==> src/rtl/iob_ptfloat_unpack_if.sv <==
// ---------------------------------------------------------------------------
// IobPtfloatUnpackIf
//
// Purpose:
//    Bundles the word-in / decoded-value-out signals of the pt-float unpacker
//    so that producer, unpacker and consumer agree on widths derived from a
//    single pair of parameters.
//
// Parameters:
//    DATA_W  packed pt-float word width
//    EW_W    width of the leading exponent-width field
//
// Signals (direction as seen from the unpacker, i.e. the slave modport):
//    start_i  in   1          data_i carries a word this cycle
//    data_i   in   DATA_W     packed pt-float word
//    done_o   out  1          one-cycle pulse, exp_o/man_o/nar_o are new
//    exp_o    out  EXP_MAX_W  signed unbiased exponent
//    man_o    out  MAN_MAX_W  two's-complement mantissa, MSB aligned
//    nar_o    out  1          Not-a-Real flag
//
// Modports:
//    master  the side that feeds words in and consumes decoded results
//    slave   the unpacker itself
// ---------------------------------------------------------------------------
interface iob_ptfloat_unpack_if #(
   parameter int DATA_W = 32,
   parameter int EW_W   = 4
);

   localparam int EXP_MAX_W = 2**EW_W - 1;
   localparam int MAN_MAX_W = DATA_W - EW_W;

   logic                 start_i;
   logic [DATA_W-1:0]    data_i;
   logic                 done_o;
   logic [EXP_MAX_W-1:0] exp_o;
   logic [MAN_MAX_W-1:0] man_o;
   logic                 nar_o;

   modport master (
      output start_i,
      output data_i,
      input  done_o,
      input  exp_o,
      input  man_o,
      input  nar_o
   );

   modport slave (
      input  start_i,
      input  data_i,
      output done_o,
      output exp_o,
      output man_o,
      output nar_o
   );

endinterface

==> src/rtl/iob_ptfloat_unpack.sv <==
// ---------------------------------------------------------------------------
// iob_ptfloat_unpack
//
// Purpose:
//    Two-stage pipelined decoder that splits a packed pt-float word into a
//    sign-extended exponent and an MSB-aligned two's-complement mantissa,
//    in the exponent/mantissa form expected by the ptfloat-to-IEEE stage.
//
//    Packed word layout, MSB first:
//       [EW_W bits]  ew   - width of the exponent field (clamped so at least
//                           one mantissa bit remains)
//       [ew bits]    signed exponent (absent when ew == 0 -> exponent 0)
//       [rest]       mantissa, left-justified into MAN_MAX_W bits on output
//    A decoded mantissa of zero is reported as exp = EXP_MIN, man = 0.
//
// Parameters:
//    DATA_W  packed word width            (default 32)
//    EW_W    exponent-width field width   (default 4)
//
// Ports:
//    clk_i   in  clock, all state updates on the rising edge
//    arst_i  in  asynchronous reset, active low
//    cke_i   in  clock enable, low freezes every register (done included)
//    bus     slave modport of iob_ptfloat_unpack_if:
//               start_i/data_i in, done_o/exp_o/man_o/nar_o out
//
// Configuration macro:
//    IOB_PTFLOAT_UNPACK_NAR_EN
//       defined   : the word 1000...0 raises nar_o together with done_o and
//                   decodes as exp = EXP_MIN, man = 0
//       undefined : nar_o is tied to 0 and that word simply decodes as zero
//
// Latency is two enabled clock edges from start_i sampled to done_o high,
// with one word accepted per enabled cycle.
// ---------------------------------------------------------------------------
module iob_ptfloat_unpack #(
   parameter int DATA_W = 32,
   parameter int EW_W   = 4
) (
   input  logic                   clk_i,
   input  logic                   arst_i,
   input  logic                   cke_i,
   iob_ptfloat_unpack_if.slave    bus
);

   localparam int EXP_MAX_W = 2**EW_W - 1;
   localparam int MAN_MAX_W = DATA_W - EW_W;
   // Largest exponent width that still leaves one mantissa bit.
   localparam int EW_MAX    = MAN_MAX_W - 1;
   // Working width for the sign-extending exponent extraction: the body is
   // placed on top of EXP_MAX_W zero bits so that an arithmetic right shift
   // leaves the exponent field, already sign extended, in the low bits.
   localparam int WIDE_W    = EXP_MAX_W + MAN_MAX_W;

   localparam logic [EXP_MAX_W-1:0] EXP_MIN = {1'b1, {(EXP_MAX_W-1){1'b0}}};

   // Stage 1 registers
   logic                  r_valid;
   logic [DATA_W-1:0]     r_data;

   // Stage 2 (output) registers
   logic                  r_done;
   logic [EXP_MAX_W-1:0]  r_exp;
   logic [MAN_MAX_W-1:0]  r_man;

   // Decode wires
   logic [EW_W-1:0]       w_ewRaw;
   int                    w_ew;
   logic [MAN_MAX_W-1:0]  w_body;
   logic signed [WIDE_W-1:0] w_expWide;
   logic [EXP_MAX_W-1:0]  w_expDec;
   logic [MAN_MAX_W-1:0]  w_manDec;
   logic [EXP_MAX_W-1:0]  w_expNext;
   logic [MAN_MAX_W-1:0]  w_manNext;
   logic                  w_isNar;

   // Stage 1: capture the incoming word. The data register only loads on an
   // accepted word so it keeps the last word while the pipe is idle; the
   // valid bit follows start_i on every enabled edge.
   always_ff @(posedge clk_i or negedge arst_i) begin
      if (!arst_i) begin
         r_valid <= 1'b0;
         r_data  <= '0;
      end else if (cke_i) begin
         r_valid <= bus.start_i;
         if (bus.start_i) begin
            r_data <= bus.data_i;
         end
      end
   end

   assign w_ewRaw = r_data[DATA_W-1 -: EW_W];
   assign w_body  = r_data[MAN_MAX_W-1:0];

   // Field split of the captured word. The exponent width is clamped first;
   // every later step uses the clamped value so exponent and mantissa never
   // overlap. Shifting the body left by ew both drops the exponent bits off
   // the top and zero-fills the mantissa LSBs.
   always_comb begin
      w_ew = int'(w_ewRaw);
      if (w_ew > EW_MAX) begin
         w_ew = EW_MAX;
      end

      w_expWide = $signed({w_body, {EXP_MAX_W{1'b0}}});

      if (w_ew == 0) begin
         w_expDec = '0;
      end else begin
         w_expDec = EXP_MAX_W'(w_expWide >>> (WIDE_W - w_ew));
      end

      w_manDec = w_body << w_ew;
   end

`ifdef IOB_PTFLOAT_UNPACK_NAR_EN
   localparam logic [DATA_W-1:0] NAR_WORD = {1'b1, {(DATA_W-1){1'b0}}};

   logic r_nar;

   assign w_isNar = (r_data == NAR_WORD);
`else
   assign w_isNar = 1'b0;
`endif

   // Zero and NaR both leave the exponent meaningless, so they are folded
   // onto the canonical zero encoding the downstream stage expects.
   always_comb begin
      w_expNext = w_expDec;
      w_manNext = w_manDec;
      if (w_isNar || (w_manDec == '0)) begin
         w_expNext = EXP_MIN;
         w_manNext = '0;
      end
   end

   // Stage 2: register the decoded result. done follows the stage-1 valid
   // bit; the value registers only load when a word is actually leaving the
   // pipe, so they hold their previous contents between pulses.
   always_ff @(posedge clk_i or negedge arst_i) begin
      if (!arst_i) begin
         r_done <= 1'b0;
         r_exp  <= EXP_MIN;
         r_man  <= '0;
`ifdef IOB_PTFLOAT_UNPACK_NAR_EN
         r_nar  <= 1'b0;
`endif
      end else if (cke_i) begin
         r_done <= r_valid;
         if (r_valid) begin
            r_exp <= w_expNext;
            r_man <= w_manNext;
`ifdef IOB_PTFLOAT_UNPACK_NAR_EN
            r_nar <= w_isNar;
`endif
         end
      end
   end

   assign bus.done_o = r_done;
   assign bus.exp_o  = r_exp;
   assign bus.man_o  = r_man;
`ifdef IOB_PTFLOAT_UNPACK_NAR_EN
   assign bus.nar_o  = r_nar;
`else
   assign bus.nar_o  = 1'b0;
`endif

endmodule

==> src/flat_wrapper.sv <==
// flat-port wrapper written by rule: the top's interface ports become plain ports
module iob_ptfloat_unpack_flat 
#(
   parameter int DATA_W = 32,
   parameter int EW_W   = 4
)
  (clk_i, arst_i, cke_i, bus_start_i, bus_data_i, bus_done_o, bus_exp_o, bus_man_o, bus_nar_o);
  iob_ptfloat_unpack_if #(.DATA_W(DATA_W), .EW_W(EW_W)) bus_i ();
  input  logic clk_i;
  input  logic arst_i;
  input  logic cke_i;
  input wire logic [$bits(bus_i.start_i)-1:0] bus_start_i;
  input wire logic [$bits(bus_i.data_i)-1:0] bus_data_i;
  output wire logic [$bits(bus_i.done_o)-1:0] bus_done_o;
  output wire logic [$bits(bus_i.exp_o)-1:0] bus_exp_o;
  output wire logic [$bits(bus_i.man_o)-1:0] bus_man_o;
  output wire logic [$bits(bus_i.nar_o)-1:0] bus_nar_o;
  assign bus_i.start_i = bus_start_i;
  assign bus_i.data_i = bus_data_i;
  assign bus_done_o = bus_i.done_o;
  assign bus_exp_o = bus_i.exp_o;
  assign bus_man_o = bus_i.man_o;
  assign bus_nar_o = bus_i.nar_o;
  iob_ptfloat_unpack #(.DATA_W(DATA_W), .EW_W(EW_W)) u_core (.clk_i(clk_i), .arst_i(arst_i), .cke_i(cke_i), .bus(bus_i));
endmodule
==> config.mk <==
export PLATFORM = sky130hd
export DESIGN_NAME = iob_ptfloat_unpack_flat
export DESIGN_NICKNAME = d
export VERILOG_FILES = /design/src/rtl/iob_ptfloat_unpack_if.sv /design/src/rtl/iob_ptfloat_unpack.sv /design/src/flat_wrapper.sv
export SDC_FILE = /design/constraint.sdc
export NUM_CORES = 1
export LEC_CHECK = 0
export BUFFER_PORTS_ARGS = -buffer_cell sky130_fd_sc_hd__buf_2
export CORE_MARGIN = 2
export CORE_UTILIZATION = 58
export CTS_BUF_LIST = sky130_fd_sc_hd__clkbuf_16
export CTS_CLUSTER_SIZE = 20
export DETAILED_ROUTE_END_ITERATION = 12
export PLACE_DENSITY_LB_ADDON = 0.08
export SYNTH_ARGS = -nofsm -noshare
export SYNTH_HDL_FRONTEND = slang
export SYNTH_SLANG_ARGS = --single-unit
export TNS_END_PERCENT = 50
==> constraint.sdc <==
create_clock -name clk_i -period 3.95 [get_ports clk_i]
set_input_delay 0.79 -clock clk_i [delete_from_list [all_inputs] [get_ports clk_i]]
set_output_delay 0.79 -clock clk_i [all_outputs]
set_load 0.1 [all_outputs]
After elaboration in Yosys (flattened, before gate mapping)

Index checks and enable logic that the tools add are counted.

Bits in registers: 77
Input bits: 36
Output and inout port bits: 45

$add $sub $neg: 1
Shift operators: 2
Multiplexer cells: 3
Reductions and logical operators: 4

Operators with widths:

| cell                                            | number |
|---|---|
| >>> shifter 43 x 32 -> 15 bit                   | 1 |
| two-way mux 15 bit                              | 2 |
| zero test 28 bit                                | 1 |
| two-way mux 28 bit                              | 1 |
| << shifter 28 x 4 -> 28 bit                     | 1 |
| subtractor 6 x 4 -> 7 bit, first input constant | 1 |
| zero test 4 bit                                 | 1 |
| AND reduction 2 bit                             | 2 |

Logic depth before layout (Yosys ltp)

Word-level depth: 4
Gate-level depth with buffers: 11
Gate-level depth less buffers: 8

Worst setup path after synthesis

Ideal clock, no wire load.

Kind: reg-to-reg
Start point: reg u_core.r_data[30]
End point: reg u_core.r_exp[5], in the netlist u_core.bus.exp_o[5]
Data arrival time: 2855 ps
Required time: 3824 ps
Setup slack: 969 ps
Cell stages (with the launch flop): 11
Buffers on the path: 5
Clock period less this slack: 2981 ps
Path through: dfrtp_1 clkbuf_1 clkinv_1 buf_1 clkbuf_1 ha_1 clkbuf_1 clkbuf_1 mux4_2 a22oi_1 a21oi_1

Word-level cells in the longest chain between the ends: 4
Elaborated cells on any way between the ends: 7
Classes of those cells: 1 x add/sub; 2 x shift; 2 x mux; 2 x reduce/logical

RTL lines:

| item                          | RTL line                  | text |
|---|---|---|
| start, declared               | iob_ptfloat_unpack.sv:59  | `logic [DATA_W-1:0] r_data;` |
| start signal, assigned        | iob_ptfloat_unpack.sv:87  | `r_data <= bus.data_i;` |
| subtractor 6 x 4 -> 7 bit     | iob_ptfloat_unpack.sv:110 | `w_expDec = EXP_MAX_W'(w_expWide >>> (WIDE_W - w_ew));` |
| >>> shifter 43 x 32 -> 15 bit | iob_ptfloat_unpack.sv:110 |  |
| two-way mux 15 bit            | iob_ptfloat_unpack.sv:107 | `if (w_ew == 0) begin` |
| two-way mux 15 bit (*)        | iob_ptfloat_unpack.sv:131 | `if (w_isNar \|\| (w_manDec == '0)) begin` |
| end signal, assigned          | iob_ptfloat_unpack.sv:151 | `r_exp <= w_expNext;` |
| end, declared                 | iob_ptfloat_unpack.sv:63  | `logic [EXP_MAX_W-1:0] r_exp;` |

Every way passes the cells marked *; elsewhere a longest branch is shown, timed or not.
A chain may end at the register's enable or synchronous reset.

Final worst setup path

Start point: reg u_core.r_data[29]
End point: reg u_core.r_exp[8], in the netlist u_core.bus.exp_o[8]

The elaborated chain is that of the path after synthesis.

==> results.json <==
{
  "fin_skew_ps": 7.009,
  "dr_total_vias": 4246,
  "post-place-cells": 620,
  "hold_buffers": 0,
  "period_share_pct": 90.13,
  "synth-edff-count": 0,
  "ys_warn_count": 0,
  "r2r_start": "u_core.r_data[29]",
  "areaGrowthSynthToFinish_pct": 14.19,
  "drc": 0,
  "final_cells": 636,
  "drive_gt1_share_pct": 39.58,
  "utilization_pct": 67.88,
  "hold_violations": 0,
  "ir_drop_v": 0.0006444,
  "wl_met2_mm": 6.376,
  "post-cts-setup-buffers": 0,
  "yosysSeqAreaShare_pct": 37.38,
  "first_global_vias": 4148,
  "die_w_um": 98.31,
  "cts-resized-gates": 0,
  "io_pins": 81,
  "synth_area_um2": 5159,
  "ys_seq_elements": 77,
  "ant_nets": 0,
  "tightest_slew_ps": 1165,
  "cts_tree": "done",
  "cp-end-kind": "flip-flop",
  "path_clk_slew_ps": 60,
  "place_congestion": 0.9684,
  "final_nets": 561,
  "synth_nets": 504,
  "rsz0062_at_grt": "false",
  "clk_latency_ps": 340,
  "status": "completed",
  "gr-total-overflow": 0,
  "worstPathArrival_ps": 3770,
  "post-route-min-period_ps": 3560,
  "hp-class": "reg2reg",
  "wire_per_inst_um": 21.22,
  "top_layer": "met4",
  "syn_inst": 466,
  "fillers": 690,
  "wl_met3_um": 753,
  "setup-tns-final_ps": 0,
  "path_max_fanout": 47,
  "routed_wl_mm": 13.50,
  "cts_buffers": 9,
  "wl_met1_mm": 5.940,
  "rows": 34,
  "diodes": 0,
  "worstHoldStart": "u_core.bus.man_o[9]",
  "die_h_um": 98.31,
  "track_usage_pct": 28.79,
  "slew_headroom_pct": 22.14,
  "maxSlewViolCount": 0,
  "powerDensity_nw_per_um2": 804.9,
  "hold_ws_ps": 474.2,
  "r2r_slack_ps": 390,
  "numClockSinks": 77,
  "dr.pass1.iters": 5,
  "startpoint_type": "flip-flop",
  "grt_max_degree": 78,
  "dp_hpwl_mm": 9.141,
  "worst_slack_ps": 389.9,
  "worst_r2r_path_depth": 6,
  "fmax_mhz": 280.9,
  "avgSynthCellArea_um2": 11.07,
  "grt_pass1_wl_mm": 22.14,
  "core_area_um2": 8678,
  "final_cell_mix": "buf_2, dfrtp_1, mux2_2, nand2_1, mux4_2",
  "htreeDepth": 3,
  "post-place-ws_ps": 455.1,
  "timing.rr.end": "u_core.bus.exp_o[8]",
  "ctsRootBufferMaster": "clkbuf_16",
  "crit_type": "reg2reg",
  "dieArea_um2": 9665,
  "cts_buffer_depth": 2,
  "via_per_inst": 6.676,
  "synth_flop_cell": "dfrtp_1",
  "start_util_pct": 59.44,
  "p_leak_uw": 0.002594,
  "drt-initial-drc-count": 321,
  "setup_violations": 0,
  "antenna_found_initial": 0,
  "async_flop_share_pct": 100.0,
  "final_common_cell": "buf_2",
  "drv_cap": 0,
  "hold_path_end": "u_core.bus.man_o[9]",
  "crit_required_ps": 4160,
  "whs_path_depth": 2,
  "numPortBuffers": 79,
  "synth_cell_types": 50
}
==> Yosys cell counts (all sizes together) (2+ instances only) <==
cell type  count  share of area (%)
and3           2               0.24
or4            3               0.58
nand3          3               0.29
a21oi         35                3.4
a22o           8                1.4
o221a          2               0.44
inv            3               0.22
a22oi         24                3.5
ha             2               0.49
mux4          36                 16
o21ai         24                2.3
nor2b          5               0.61
o22ai          4               0.49
nand2b         4               0.49
a211oi        11                1.6
a311oi         2               0.34
nand2         56                4.1
dfrtp         76                 37
and2           2               0.24
mux2i         23                4.5
clkbuf        23                1.7
nor3           2               0.19
mux2          57                 12
or2            3               0.36
buf           19                2.2
nor2          12               0.87
a21o           3               0.44
a221oi         3               0.51
a32oi          4               0.68
==> flip-flops by register name (all words and copies together), names as in the netlist <==
register	count
u_core.bus.done_o	1
u_core.bus.exp_o	15
u_core.bus.man_o	28
u_core.r_data	32
u_core.r_valid	1
==> stage by stage <==
stage / cell area, µm² / power [µW]
final: 5891 / 4742
after global routing: 5891 / 4927
after CTS: 5891 / 4734
after detailed placement: 5575 / 3835
after global placement: 5575 / 3791
after floorplan: 5159 / 3331
==> kinds of logic (layout without fill, tap and decap cells) <==
kind of cell	Yosys count	after routing	synth area share [%]
adder cells (fa/ha/maj)	2	2	0.4850
other	1	1	0.07269
AND/OR/NAND/NOR	98	98	9.144
multiplexers	116	116	32.62
flip-flops	77	77	37.38
AO/OA/AOI/OAI	126	126	16.11
buffers and inverters	46	108	4.196
==> per-layer routing <==
layer | vias to the layer above | global-route usage [%]
met5 | - | 0
met4 | 0 | 12.01
met3 | 40 | 5.798
met2 | 172 | 44.17
met1 | 2121 | 40.38
li1 | 1913 | -
==> worst max-delay path by stage <==
stage / startpoint / endpoint / slack (ps) / cells after the start
5_1_grt: u_core.r_data[29] / u_core.bus.exp_o[8] / 230 / 6
2_1_floorplan: u_core.r_data[30] / u_core.bus.exp_o[5] / 970 / 10
3_3_place_gp: u_core.r_data[29] / u_core.bus.exp_o[6] / 600 / 7
6_report: u_core.r_data[29] / u_core.bus.exp_o[8] / 390 / 6
4_1_cts: u_core.r_data[29] / u_core.bus.exp_o[6] / 430 / 6
3_5_place_dp: u_core.r_data[29] / u_core.bus.exp_o[6] / 460 / 6
==> power breakdown <==
part	total, µW	internal [µW]	switching, µW	leakage, µW
Sequential	1210	1000	207	0.000938
Clock	885	550	335	0.000153
Combinational	2650	709	1940	0.00150
Total	4740	2260	2480	0.00259
==> layout make-up <==
| class | instances | area, µm² | area share [%] |
|---|---|---|---|
| clock buffers | 9 | 225.2 | 3.823 |
| clock inverters | 7 | 90.09 | 1.529 |
| inverters | 4 | 15.01 | 0.2549 |
| multi-input cells | 343 | 3017 | 51.21 |
| flip-flops and latches | 77 | 1931 | 32.77 |
| well taps | 108 | 135.1 | 2.294 |
| repair buffers | 88 | 478.0 | 8.114 |
==> worst max-delay path, stage by stage, from the launching register on <==
cell	delay, ps
dfrtp_2	1040
mux2_2	440
mux4_2	500
a221oi_1	310
nand4b_1	560
a32oi_1	420
o21ai_0	130
Power figures use the tool's default switching activity.
